### config.mk
export PLATFORM = sky130hd
export DESIGN_NAME = filtro_medidas
export DESIGN_NICKNAME = d
export VERILOG_FILES = /design/src/rtl/filtro_medidas.sv
export SDC_FILE = /design/constraint.sdc
export NUM_CORES = 1
export LEC_CHECK = 0
export BUFFER_PORTS_ARGS = -buffer_cell sky130_fd_sc_hd__buf_4
export CAP_MARGIN = 10
export CORE_ASPECT_RATIO = 0.7
export CORE_MARGIN = 8
export CORE_UTILIZATION = 40
export DETAILED_ROUTE_END_ITERATION = 10
export GPL_TIMING_DRIVEN = 1
export PLACE_DENSITY_LB_ADDON = 0.12
export SETUP_SLACK_MARGIN = 0.05
export SLEW_MARGIN = 20
export SYNTH_ARGS = -nofsm -noshare
export SYNTH_HDL_FRONTEND = slang
export SYNTH_SLANG_ARGS = --single-unit
### constraint.sdc
create_clock -name clock -period 11.8 [get_ports clock]
set_clock_uncertainty 0.15 [all_clocks]
set_input_delay 3.54 -clock clock [delete_from_list [all_inputs] [get_ports clock]]
set_output_delay 3.54 -clock clock [all_outputs]
set_load 0.005 [all_outputs]
### src/rtl/filtro_medidas.sv
// filtro_medidas: moving-average filter for DHT11 temperature/humidity with consecutive-error detection
module filtro_medidas #(
  parameter int N_LOG2 = 2,
  parameter int MAX_ERROS = 3
) (
  input  logic              clock,
  input  logic              reset,
  input  logic              limpa,
  input  logic              pronto_medida,
  input  logic              erro_medida,
  input  logic [15:0]       temperatura,
  input  logic [15:0]       umidade,
  output logic [15:0]       temperatura_media,
  output logic [15:0]       umidade_media,
  output logic              media_pronta,
  output logic              media_valida,
  output logic              erro_sensor,
  output logic [N_LOG2:0]   db_num_amostras,
  output logic [2:0]        db_estado
);
  localparam int W = 12 + N_LOG2;
  localparam int D = 1 << N_LOG2;
  localparam int CW = $clog2(MAX_ERROS + 1);
  localparam logic [2:0] OCIOSO = 3'd0, ATUALIZA = 3'd1, CONVERTE = 3'd2, PUBLICA = 3'd3;
  localparam logic [N_LOG2:0] NUM_MAX = {1'b1, {N_LOG2{1'b0}}};
  localparam logic [CW-1:0] ERR_MAX = CW'(MAX_ERROS);
  logic [2:0] estado;
  logic [11:0] t_lat, u_lat, q_t, q_u;
  logic [11:0] buf_t [D];
  logic [11:0] buf_u [D];
  logic [W-1:0] soma_t, soma_u;
  logic [N_LOG2-1:0] ptr;
  logic [CW-1:0] erros;
  function automatic logic [11:0] decimos(input logic [15:0] v);
    return 12'(v[15:8]) * 12'd10 + ((v[7:0] > 8'd9) ? 12'd9 : 12'(v[7:0]));
  endfunction
  assign q_t = soma_t[W-1:N_LOG2];
  assign q_u = soma_u[W-1:N_LOG2];
  assign media_pronta = estado == PUBLICA;
  assign db_estado = estado;
  always_ff @(posedge clock or negedge reset)
    if (!reset) begin
      estado <= OCIOSO;
      t_lat <= '0;
      u_lat <= '0;
      soma_t <= '0;
      soma_u <= '0;
      ptr <= '0;
      erros <= '0;
      erro_sensor <= 1'b0;
      media_valida <= 1'b0;
      db_num_amostras <= '0;
      temperatura_media <= '0;
      umidade_media <= '0;
      for (int i = 0; i < D; i++) begin
        buf_t[i] <= '0;
        buf_u[i] <= '0;
      end
    end else if (limpa) begin
      estado <= OCIOSO;
      t_lat <= '0;
      u_lat <= '0;
      soma_t <= '0;
      soma_u <= '0;
      ptr <= '0;
      erros <= '0;
      erro_sensor <= 1'b0;
      media_valida <= 1'b0;
      db_num_amostras <= '0;
      temperatura_media <= '0;
      umidade_media <= '0;
      for (int i = 0; i < D; i++) begin
        buf_t[i] <= '0;
        buf_u[i] <= '0;
      end
    end else begin
      case (estado)
        OCIOSO:
          if (erro_medida) begin
            if (erros != ERR_MAX) erros <= erros + 1'b1;
            erro_sensor <= erro_sensor | (erros == ERR_MAX - 1'b1);
          end else if (pronto_medida) begin
            t_lat <= decimos(temperatura);
            u_lat <= decimos(umidade);
            estado <= ATUALIZA;
          end
        ATUALIZA: begin
          // the first sample preloads the whole window so the average is meaningful immediately
          if (!media_valida) begin
            for (int i = 0; i < D; i++) begin
              buf_t[i] <= t_lat;
              buf_u[i] <= u_lat;
            end
            soma_t <= W'(t_lat) << N_LOG2;
            soma_u <= W'(u_lat) << N_LOG2;
            ptr <= '0;
          end else begin
            soma_t <= soma_t - W'(buf_t[ptr]) + W'(t_lat);
            soma_u <= soma_u - W'(buf_u[ptr]) + W'(u_lat);
            buf_t[ptr] <= t_lat;
            buf_u[ptr] <= u_lat;
            ptr <= ptr + 1'b1;
          end
          if (db_num_amostras != NUM_MAX) db_num_amostras <= db_num_amostras + 1'b1;
          media_valida <= 1'b1;
          erros <= '0;
          erro_sensor <= 1'b0;
          estado <= CONVERTE;
        end
        CONVERTE: begin
          temperatura_media <= {8'(q_t / 12'd10), 8'(q_t % 12'd10)};
          umidade_media <= {8'(q_u / 12'd10), 8'(q_u % 12'd10)};
          estado <= PUBLICA;
        end
        default: estado <= OCIOSO;
      endcase
    end
endmodule
## After elaboration in Yosys (flattened, before gate mapping)

Index checks and enable logic that the tools add are counted.

| operators by class | value |
|---|---|
| multiply operators | 2 |
| bitwise gates (word level) | 2 |
| $add $sub $neg | 9 |
| reductions and logical operators | 13 |
| multiplexer cells | 55 |
| order comparisons | 4 |
| eq/ne operators | 11 |
| divide/modulo/power cells | 4 |

Operator list:

| cell | number |
|---|---|
| $mux W48 | 6 |
| $mux W12 | 13 |
| $bwmux W48 | 2 |
| $mux W14 | 6 |
| $mux W16 | 4 |
| $bmux W12 S2 | 2 |
| $add A14 B12 Y14 | 2 |
| $sub A14 B12 Y14 | 2 |
| $add A12 B8 Y12 | 2 |
| $demux W12 S2 | 1 |
| $div A12 B4 Y12 const B | 2 |
| $mod A12 B4 Y12 const B | 2 |
| $mul A8 B3 Y11 const B | 2 |
| $mux W3 | 6 |
| $gt A8 B4 Y1 const B | 2 |
| $mux W8 | 2 |
| $ne A3 B3 Y1 const B | 5 |
| $mux W2 | 6 |
| $reduce_bool A2 Y1 | 5 |
| $pmux W3 S3 | 1 |
| $eq A3 B2 Y1 const B | 2 |
| $reduce_and A2 Y1 | 3 |
| $reduce_and A3 Y1 | 2 |
| $add A2 B1 Y2 const B | 2 |
| 14 further kinds | 18 |

| storage, ports and cells | value |
|---|---|
| output and inout port bits | 41 |
| register bits | 192 |

## Depth between registers and ports, before layout

Gate-level depths: netlist (run 1).

| depth | value |
|---|---|
| word-level depth | 9 |
| gate-level depth with buffers | 27 |

## Worst setup path after synthesis (run 1)

Ideal clock, no wire load.

| timing | value |
|---|---|
| kind | input to register |
| from | input port umidade[7] |
| to | register u_lat[8] |
| stages | 12 |
| path slack | 5656 ps |
| library setup time | 136 ps |
| buffers on the path | 0 |
| arrival | 5857 ps |
| cell sequence | nor4_1 and3_1 ha_1 a21o_1 a21o_1 a21o_1 a21oi_1 nor2b_1 o21a_1 or3_1 nand3_1 a21oi_1 |

| between the ends | value |
|---|---|
| longest elaborated chain between the ends | 7 |

RTL lines:

| what | RTL line | source |
|---|---|---|
| start: declaration | 12 | `input logic [15:0] umidade,` |
| $gt A8 B4 Y1 | 35 | `return 12'(v[15:8]) * 12'd10 + ((v[7:0] > 8'd9) ? 12'd9 : 12'(v[7:0]));` |
| $mux W8 (*) | 35 |  |
| $add A12 B8 Y12 (*) | 35 |  |
| $mux W12 (*) | 82 | `end else if (pronto_medida) begin` |
| $mux W12 (*) | 79 | `if (erro_medida) begin` |
| $mux W12 (*) | 77 | `case (estado)` |
| $mux W12 (*) | 59 | `end else if (limpa) begin` |
| end signal: assignment | 84 | `u_lat <= decimos(umidade);` |
| end: declaration | 28 | `logic [11:0] t_lat, u_lat, q_t, q_u;` |

Every way passes the cells marked *; elsewhere a longest branch is shown, timed or not. The select of a mux whose other input is x is not followed.
A chain may end at the register's enable or synchronous reset.

## Worst setup path in the final report (run 1)

| timing | value |
|---|---|
| from | register soma_u[13] |
| to | register umidade_media[2] |

| between the ends | value |
|---|---|
| longest elaborated chain between the ends | 3 |

RTL lines:

| what | RTL line | source |
|---|---|---|
| start: declaration | 31 | `logic [W-1:0] soma_t, soma_u;` |
| start signal: assignment | 95 | `soma_u <= W'(u_lat) << N_LOG2;` |
| start signal: assignment | 99 | `soma_u <= soma_u - W'(buf_u[ptr]) + W'(u_lat);` |
| $mod A12 B4 Y12 | 112 | `umidade_media <= {8'(q_u / 12'd10), 8'(q_u % 12'd10)};` |
| $mux W16 | 77 |  |
| $mux W16 | 59 |  |
| end signal: assignment | 112 |  |
| end: declaration | 14 | `output logic [15:0] umidade_media,` |

Every way passes these cells. The select of a mux whose other input is x is not followed.

==> flow_summary.yaml, run 1 <==
clocking:
  cts_buffers: 17
  path_clk_slew_ns: 0.08
  clkLatencyLatePin_ns: 0.45
  htreeDepth: 4
  ctsHoldBuffers: 0
  clockBufferDepth: 2
  cts_setup_buffers: 0
  ctsResizeCount: 0
  cts-root-buf: "clkbuf_16"
  cts_tree: "done"
  clock-sinks: 191
route:
  post_drt_via_cell_ratio: 5.61
  drtPass1Iterations: 5
  avgRoutedWirePerCell_um: 18.0
  drtAntennaViolNets: 0
  num_vias: 13897
  drc: 0
  drt_iter0_drc: 1134
  drt_wl_total_um: 44500
grt:
  grt_max_degree: 105
  grt_pass1_wl_um: 73900
  track_usage_pct: 18.9
  grt_pass1_vias: 13759
  antenna_found_initial: 0
  grt-ovfl-total: 0
sta:
  drv_slew: 0
  slew_headroom_pct: 27.3
  fmax_mhz: 130
  fin_setup_tns_ns: 0
  setup_viol_count_final: 0
  hold_viol_final: 0
  tightest_slew_ns: 1.09
  whs_ns: 0.344
  finalCritPeriodShare_pct: 65.2
  rsz0062_at_grt: "false"
  fin_crit_ns: 7.70
critical_path:
  crit_required_ns: 12.02
  cp_max_fo: 22
  arrival_ns: 7.91
  cp-start-kind: "flip-flop"
  cp_slowest_cell: "nor2_1"
  endpoint_kind: "flip-flop"
  crit_top_cell: "a211oi_1"
  path_cells: "ha_1 -> nor3b_1 -> o311a_1 -> nor2_1 -> nand4_1 -> and4b_4 -> a211oi_4 -> a221oi_1 -> o21a_1 -> a31o_2 -> nor3_2 -> a211oi_1 -> nand3b_4 -> or4b_1 -> a211o_1 -> a221oi_2 -> and2_1 -> mux2_1 -> a211oi_1"
  slowest_delay_ns: 0.86
  crit_type: "flip-flop to flip-flop"
floorplan:
  num_rows: 61
  start_util_pct: 40.5
  die_h_um: 184
  die-area_um2: 46900
  core-area_um2: 39600
  ios: 78
  die_w_um: 255
logic_synthesis:
  synth_area_leaders: "dfrtp_1 (30%), nand2_1 (6.7%), ha_1 (6.7%)"
  postSynthCellCount: 1939
  ys_warn_count: 0
  synth.top_cell.area_share_pct: 29.8
  synth_ff_type: "dfrtp_1"
  ys_types: 115
  seq_area_frac_synth_pct: 29.8
  syn_area_per_cell_um2: 8.28
  async_reset_ff_share_pct: 100
  yosysTopAreaCell: "dfrtp_1"
  synth_edf_count: 0
  syn-cell-area_um2: 16100
  ys_seq_elements: 191
outcome:
  outcome: "complete, no violations"
final_layout:
  nets: 2078
  syn2layout_area_growth_pct: 8.99
  final_layout_size_suffix_gt1_share_pct: 11.7
  antenna_cells: 0
worst_hold_path:
  hp-class: "flip-flop to flip-flop"
placed_design:
  place_congestion: 0.854
  port_buffers: 76
  dpl.hpwl_um: 31000
run:
  maxCapViolations: 0
-- final cells by class --
cell class                      instances  area, um2
Multi-Input combinational cell       1482      10200
Inverter                              142        533
Sequential cell                       191       4780
Tap cell                              535        669
Fill cell                            3929      22100
Clock inverter                         13        174
Clock buffer                           19        453
Timing Repair Buffer                   93        708
-- sequential cells by signal (all words and copies together), names as in the netlist, 2 cells and up --
signal             count
buf_t                 48
buf_u                 48
temperatura_media     16
umidade_media         16
soma_t                14
soma_u                14
t_lat                 12
u_lat                 12
db_num_amostras        3
db_estado              2
erros                  2
ptr                    2
-- per-layer routing --
| metal | vias up | GRT usage, % | wire [um] | part of all wire (%) |
|---|---|---|---|---|
| met3 | 18 | 2.78 | 1410 | 3.2 |
| met4 | 0 | 3.00 | 272 | 0.61 |
| met2 | 229 | 32.1 | 21300 | 48 |
| met5 | - | 0 | 0 | 0 |
| met1 | 6839 | 25.9 | 21500 | 48 |
| li1 | 6811 | - | - | - |
-- synthesized netlist by cell type, types with 7 or more instances --
master / number
buf_4: 8
ha_1: 86
clkbuf_1: 79
nor4_1: 13
fa_1: 28
and2_1: 8
a21oi_1: 209
a211o_1: 8
o21bai_1: 22
or3_1: 13
mux4_2: 24
mux2i_1: 23
o21ai_0: 46
a2111oi_0: 11
buf_6: 9
dfrtp_1: 191
xor2_1: 10
nand3_1: 45
nor3_1: 44
inv_1: 137
a21o_1: 27
nand3b_1: 8
buf_2: 26
nand2_1: 287
a311oi_1: 9
o21a_1: 16
buf_1: 10
a221oi_1: 8
o21ai_1: 16
nand4_1: 9
nand2b_1: 23
nor2_1: 155
a211oi_1: 53
nor2b_1: 12
a31oi_1: 12
xnor2_1: 69
o211ai_1: 17
and3_1: 13
or2_2: 7
-- worst paths after layout --
path                                                     end                    startpoint  slack (ns)  cells past startpoint
max in group asynchronous                 ptr[0]$_DFFE_PN0N_                         reset        7.07                      2
max reg2reg                     umidade_media[2]$_DFFE_PN0P_        soma_u[13]$_DFFE_PN0N_        4.10                     19
min reg2reg                     umidade_media[4]$_DFFE_PN0P_  umidade_media[4]$_DFFE_PN0P_        0.34                      2
max                             umidade_media[2]$_DFFE_PN0P_        soma_u[13]$_DFFE_PN0N_        4.10                     19
min in group asynchronous  temperatura_media[14]$_DFFE_PN0P_                         reset        2.94                      1
min                             umidade_media[4]$_DFFE_PN0P_  umidade_media[4]$_DFFE_PN0P_        0.34                      2
-- per-stage QoR --
stage | cells | utilization (%) | worst slack, ns | area (um2)
3_5_place_dp | 2443 | 42.6 | 4.21 | 16900
6_report | 2475 | 44.2 | 4.10 | 17500
5_1_grt | 2475 | 44.2 | 3.45 | 17500
3_3_place_gp | 2443 | 42.6 | 4.49 | 16900
2_1_floorplan | 1947 | - | 5.66 | 16100
4_1_cts | 2475 | 44.2 | 4.20 | 17500
-- worst max-delay path, delay by kind of cell, from the launching register on --
kind / cells / cell delay, ns
and+or+nand+nor: 8 / 2.90
AOI/OAI and AO/OA: 9 / 2.81
DFF: 1 / 0.77
adders and majority gates: 1 / 0.63
muxes: 1 / 0.36
-- layout by cell type (no fill, tap or decap), drive strengths merged, types with 28 or more instances in the layout --
cell / n
dfrtp: 191
ha: 86
a211oi: 58
fa: 28
xnor2: 69
buf: 92
nor3: 48
nor2: 159
nand2: 288
nand3: 45
inv: 144
a21oi: 214
o21ai: 63
-- kinds of logic (layout without fill, tap and decap cells) --
| kind of cell | Yosys count | after routing | share of synthesized area (%) |
|---|---|---|---|
| muxes | 52 | 52 | 5.15 |
| buffers and inverters | 274 | 267 | 7.22 |
| AOI/OAI and AO/OA | 546 | 546 | 23.4 |
| adders and majority gates | 119 | 119 | 10.5 |
| and+or+nand+nor | 677 | 677 | 19.6 |
| other | 1 | 9 | 0.0234 |
| xor gates and xnor gates | 79 | 79 | 4.31 |
| DFF | 191 | 191 | 29.8 |
Power of run 1 is not shown: default switching activity piles up to over one toggle a cycle in this logic, so the estimate is an artifact.
==> run 2, diff against run 1 <==
ABC_AREA = 1   (was not set)
clock period = 7.1 ns   (was 11.8 ns; I/O delays follow)
==> flow_summary.yaml, run 2 <==
route:
  avgRoutedWirePerCell_um: 15.6
  post_drt_via_cell_ratio: 5.07
  num_vias: 12943
  drt_wl_total_um: 39900
  drtAntennaViolNets: 0
  drc: 0
  drt_iter0_drc: 929
  drtPass1Iterations: 5
critical_path:
  cp-start-kind: "flip-flop"
  reg2reg_slack_ns: 1.57
  slowest_delay_ns: 0.42
  arrival_ns: 5.77
  r2r_cells: 43
  r2r-start: "soma_u[12]$_DFFE_PN0N_"
  crit_top_cell: "nand2_1"
  timing.rr.end: "umidade_media[5]$_DFFE_PN0P_"
  crit_required_ns: 7.34
  crit_type: "flip-flop to flip-flop"
  endpoint_kind: "flip-flop"
  cp_max_fo: 13
  cp_slowest_cell: "dfrtp_1"
worst_hold_path:
  whs_endpoint: "temperatura_media[7]$_DFFE_PN0P_"
  hold_start: "temperatura_media[7]$_DFFE_PN0P_"
  hp-class: "flip-flop to flip-flop"
  hold_depth: 2
sta:
  fin_crit_ns: 5.53
  finalCritPeriodShare_pct: 77.9
  tightest_slew_ns: 0.993
  rsz0062_at_grt: "false"
  hold_viol_final: 0
  drv_slew: 0
  fmax_mhz: 181
  setup_viol_count_final: 0
  slew_headroom_pct: 33.5
  fin_setup_tns_ns: 0
floorplan:
  ios: 78
  die-area_um2: 42900
  core-area_um2: 35900
  num_rows: 58
  die_h_um: 176
  die_w_um: 244
  start_util_pct: 40.6
logic_synthesis:
  seq_area_frac_synth_pct: 32.8
  synth_edf_count: 0
  ys_warn_count: 0
  synth.top_cell.area_share_pct: 32.8
  postSynthCellCount: 2013
  async_reset_ff_share_pct: 100
  ys_seq_elements: 191
  ys_types: 49
  synth_area_leaders: "dfrtp_1 (33%), nand2_1 (13%), o21ai_0 (8.3%)"
  synth.most_common_cell: "nand2_1"
  syn-cell-area_um2: 14600
  synth_ff_type: "dfrtp_1"
  yosysTopAreaCell: "dfrtp_1"
  synth_top_cells_by_count: "nand2_1 (492), o21ai_0 (242), inv_1 (241)"
  syn_area_per_cell_um2: 7.24
final_layout:
  antenna_cells: 0
  final_common_cell: "nand2_1"
  nets: 2210
  top_regs: "buf_t x48, buf_u x48"
  layout_common_cells: "nand2_1 (492), inv_1 (241), o21ai_0 (238)"
  syn2layout_area_growth_pct: 11.2
  final_layout_size_suffix_gt1_share_pct: 13.9
placed_design:
  dpl.hpwl_um: 29200
  place_congestion: 0.836
  port_buffers: 76
clocking:
  cts-root-buf: "clkbuf_16"
  clockBufferDepth: 2
  cts_setup_buffers: 0
  htreeDepth: 4
  cts_tree: "done"
  cts_buffers: 17
  ctsResizeCount: 0
  clock-sinks: 191
  ctsHoldBuffers: 0
  clkLatencyLatePin_ns: 0.46
  path_clk_slew_ns: 0.07
run:
  maxCapViolations: 0
grt:
  grt_max_degree: 72
  track_usage_pct: 18.9
  grt_pass1_wl_um: 66500
  antenna_found_initial: 0
  grt_pass1_vias: 12687
  grt-ovfl-total: 0
outcome:
  outcome: "complete, no violations"
run 2: critical path: cells and delay by family, from the launching register on:
family,cells,cell delay [ns]
flip-flops,1,0.42
AND/OR/NAND/NOR,37,4.09
AO/OA/AOI/OAI,1,0.12
buffers and inverters,3,0.25
adder cells (fa/ha/maj),2,0.40
run 2: area by class of cell:
cell class,count,area [um2]
clock inverters,9,100
clock buffers,23,488
fillers,3701,19700
flip-flops and latches,191,4780
multi-input cells,1481,8510
well taps,480,601
repair buffers,93,704
inverters,275,1030
run 2: kinds of logic (layout without fill, tap and decap cells):
logic type | count (synthesis) | count (layout) | share of synthesized area, %
other | 1 | 9 | 0.0257
muxes | 2 | 2 | 0.146
AOI/OAI and AO/OA | 397 | 397 | 14.9
adders and majority gates | 114 | 114 | 11.2
xor gates and xnor gates | 33 | 33 | 1.98
buffers and inverters | 349 | 400 | 9.18
and+or+nand+nor | 926 | 926 | 29.8
DFF | 191 | 191 | 32.8
run 2: how the worst max path moves through the flow:
| stage | startpoint | endpoint | slack, ns | depth (start not counted) |
|---|---|---|---|---|
| 3_5_place_dp | soma_u[12]$_DFFE_PN0N_ | umidade_media[5]$_DFFE_PN0P_ | 1.60 | 45 |
| 3_3_place_gp | soma_u[12]$_DFFE_PN0N_ | umidade_media[5]$_DFFE_PN0P_ | 1.69 | 45 |
| 6_report | soma_u[12]$_DFFE_PN0N_ | umidade_media[5]$_DFFE_PN0P_ | 1.57 | 43 |
| 5_1_grt | soma_u[12]$_DFFE_PN0N_ | umidade_media[5]$_DFFE_PN0P_ | 0.82 | 43 |
| 2_1_floorplan | soma_u[12]$_DFFE_PN0N_ | umidade_media[5]$_DFFE_PN0P_ | 2.40 | 43 |
| 4_1_cts | soma_u[12]$_DFFE_PN0N_ | umidade_media[5]$_DFFE_PN0P_ | 1.56 | 45 |
run 2: metal layers:
metal | track usage (%) | wire length, um | part of all wire (%) | up-vias
met5 | 0 | 0 | 0 | -
met4 | 4.48 | 507 | 1.3 | 0
met3 | 2.61 | 1150 | 2.9 | 31
met2 | 30.0 | 17900 | 45 | 205
met1 | 27.1 | 20300 | 51 | 6091
li1 | - | - | - | 6616
run 2: metrics by stage:
stage | hold slack (ns) | instance area (um2) | util (%) | cells | setup slack [ns]
CTS | 0.336 | 16200 | 45.1 | 2552 | 1.56
global placement | 0.311 | 15600 | 43.5 | 2520 | 1.69
floorplan | 0.298 | 14600 | - | 2021 | 2.40
detailed placement | 0.317 | 15600 | 43.5 | 2520 | 1.60
finish | 0.330 | 16200 | 45.1 | 2552 | 1.57
global route | 0.357 | 16200 | 45.1 | 2552 | 0.819
Power of run 2 is left out for the same reason.
==> run 3, diff against run 2 <==
clock period = 4.9 ns   (was 7.1 ns; I/O delays follow)
==> flow_summary.yaml, run 3 (synthesis results as in run 2) <==
outcome:
  outcome: "complete, but fails checks"
  violations: "negative setup slack"
final_layout:
  final_common_cell: "nand2_1"
  regArea_um2: 4780
  layout_common_cells: "nand2_1 (418), o21ai_0 (237), inv_1 (231)"
  final_layout_size_suffix_gt1_share_pct: 26.9
  fill_cells: 3370
  antenna_cells: 0
  syn2layout_area_growth_pct: 28.6
  top_regs: "buf_t x48, buf_u x48"
  multi_input_area_um2: 9710
  nets: 2365
critical_path:
  crit_required_ns: 5.10
  cp-start-kind: "flip-flop"
  arrival_ns: 5.27
  cp_slowest_cell: "dfrtp_1"
  slowest_delay_ns: 0.43
  crit_top_cell: "nand2_4"
  cp_max_fo: 8
  crit_type: "flip-flop to flip-flop"
  endpoint_kind: "flip-flop"
clocking:
  clkLatencyLatePin_ns: 0.46
  clockBufferDepth: 2
  clock-sinks: 191
  path_clk_slew_ns: 0.07
  htreeDepth: 4
  ctsHoldBuffers: 0
  cts_tree: "done"
  cts-root-buf: "clkbuf_16"
  cts_buffers: 17
grt:
  antenna_found_initial: 0
  grt_pass1_vias: 13442
  grt_max_degree: 91
  grt-ovfl-total: 0
  grt_pass1_wl_um: 69600
  track_usage_pct: 19.7
worst_hold_path:
  hp-class: "flip-flop to flip-flop"
sta:
  slew_headroom_pct: 38.0
  setup_viol_count_final: 16
  drv_slew: 0
  whs_ns: 0.334
  fmax_mhz: 197
  rsz0062_at_grt: "true"
  fin_ws_ns: -0.178
  fin_crit_ns: 5.08
  finalCritPeriodShare_pct: 104
  hold_viol_final: 0
  tightest_slew_ns: 0.927
route:
  dr_wl_met3_um: 1480
  dr.max_layer_used: "met4"
  post_drt_via_cell_ratio: 5.13
  avgRoutedWirePerCell_um: 16.0
  num_vias: 13896
  drt_wl_total_um: 43300
  met1_length_um: 20300
  drtAntennaViolNets: 0
  route.met2.wl_um: 20700
  drt_iter0_drc: 984
  drc: 0
  drtPass1Iterations: 5
run:
  maxCapViolations: 0
placed_design:
  dpl.hpwl_um: 29400
  place_congestion: 0.834
  port_buffers: 76
floorplan:
  ios: 78
  die_w_um: 244
  core-area_um2: 35900
  die_h_um: 176
  num_rows: 58
  start_util_pct: 40.6
  die-area_um2: 42900
run 3: changes by cell type in the layout (fill, tap and decap cells not counted), moves of 13 or more:
cell / previous run / this run
nor2_4: 11 / 24
nand3_4: 5 / 28
nand2_1: 492 / 418
nand2_4: 15 / 61
buf_6: 0 / 21
nand3_1: 126 / 91
buf_4: 92 / 220
nand2_2: 44 / 65
run 3: layout make-up:
| type | count | share of cell area [%] |
|---|---|---|
| clock inverter | 12 | 0.934 |
| timing repair buffer | 245 | 10.5 |
| tap | 480 | 3.20 |
| multi-input combinational | 1484 | 51.8 |
| clock buffer | 20 | 2.44 |
| inverter | 275 | 5.68 |
| sequential | 191 | 25.5 |
run 3: timing repair:
item / CTS / global route
pin swaps: 75 / 108
setup buffers: 71 / 40
cloned: 3 / 0
gates resized for setup: 129 / 174
setup endpoints to repair: 16 / 21
run 3: final timing paths:
kind,from,endpoint,slack [ns],depth (start not counted)
worst max register to register,soma_t[13]$_DFFE_PN0N_,temperatura_media[3]$_DFFE_PN0P_,-0.18,43
worst min-delay path,buf_t[18]$_DFFE_PN0P_,buf_t[18]$_DFFE_PN0P_,0.33,2
max in group asynchronous,reset,soma_t[10]$_DFFE_PN0N_,2.69,2
worst min register to register,buf_t[18]$_DFFE_PN0P_,buf_t[18]$_DFFE_PN0P_,0.33,2
worst max-delay path,soma_t[13]$_DFFE_PN0N_,temperatura_media[3]$_DFFE_PN0P_,-0.18,43
min in group asynchronous,reset,buf_u[9]$_DFFE_PN0P_,0.94,1
run 3: metrics by stage:
step | cells | worst slack (ns) | setup TNS (ns) | utilization [%] | area [um2]
floorplan | 2021 | 0.202 | 0 | - | 14600
global placement | 2568 | -0.0541 | -0.124 | 44.6 | 16000
detailed placement | 2568 | -0.346 | -2.46 | 44.6 | 16000
CTS | 2674 | 0.00794 | 0 | 49.3 | 17700
global route | 2707 | -0.532 | -7.23 | 52.2 | 18800
finish | 2707 | -0.178 | -1.82 | 52.2 | 18800
run 3: layer usage:
layer  GRT usage [%]  up-vias
met5               0        -
met4            5.67        0
met3            2.61       53
met2            32.4      288
met1            26.9     6612
li1                -     6943
run 3: critical path, delay by kind of cell, from the launching register on:
family | cells | cell delay [ns]
compound gates | 1 | 0.17
fa+ha+maj | 1 | 0.20
flops | 1 | 0.43
buf+inv | 6 | 0.56
simple gates | 35 | 3.42
Power of run 3 is left out for the same reason.
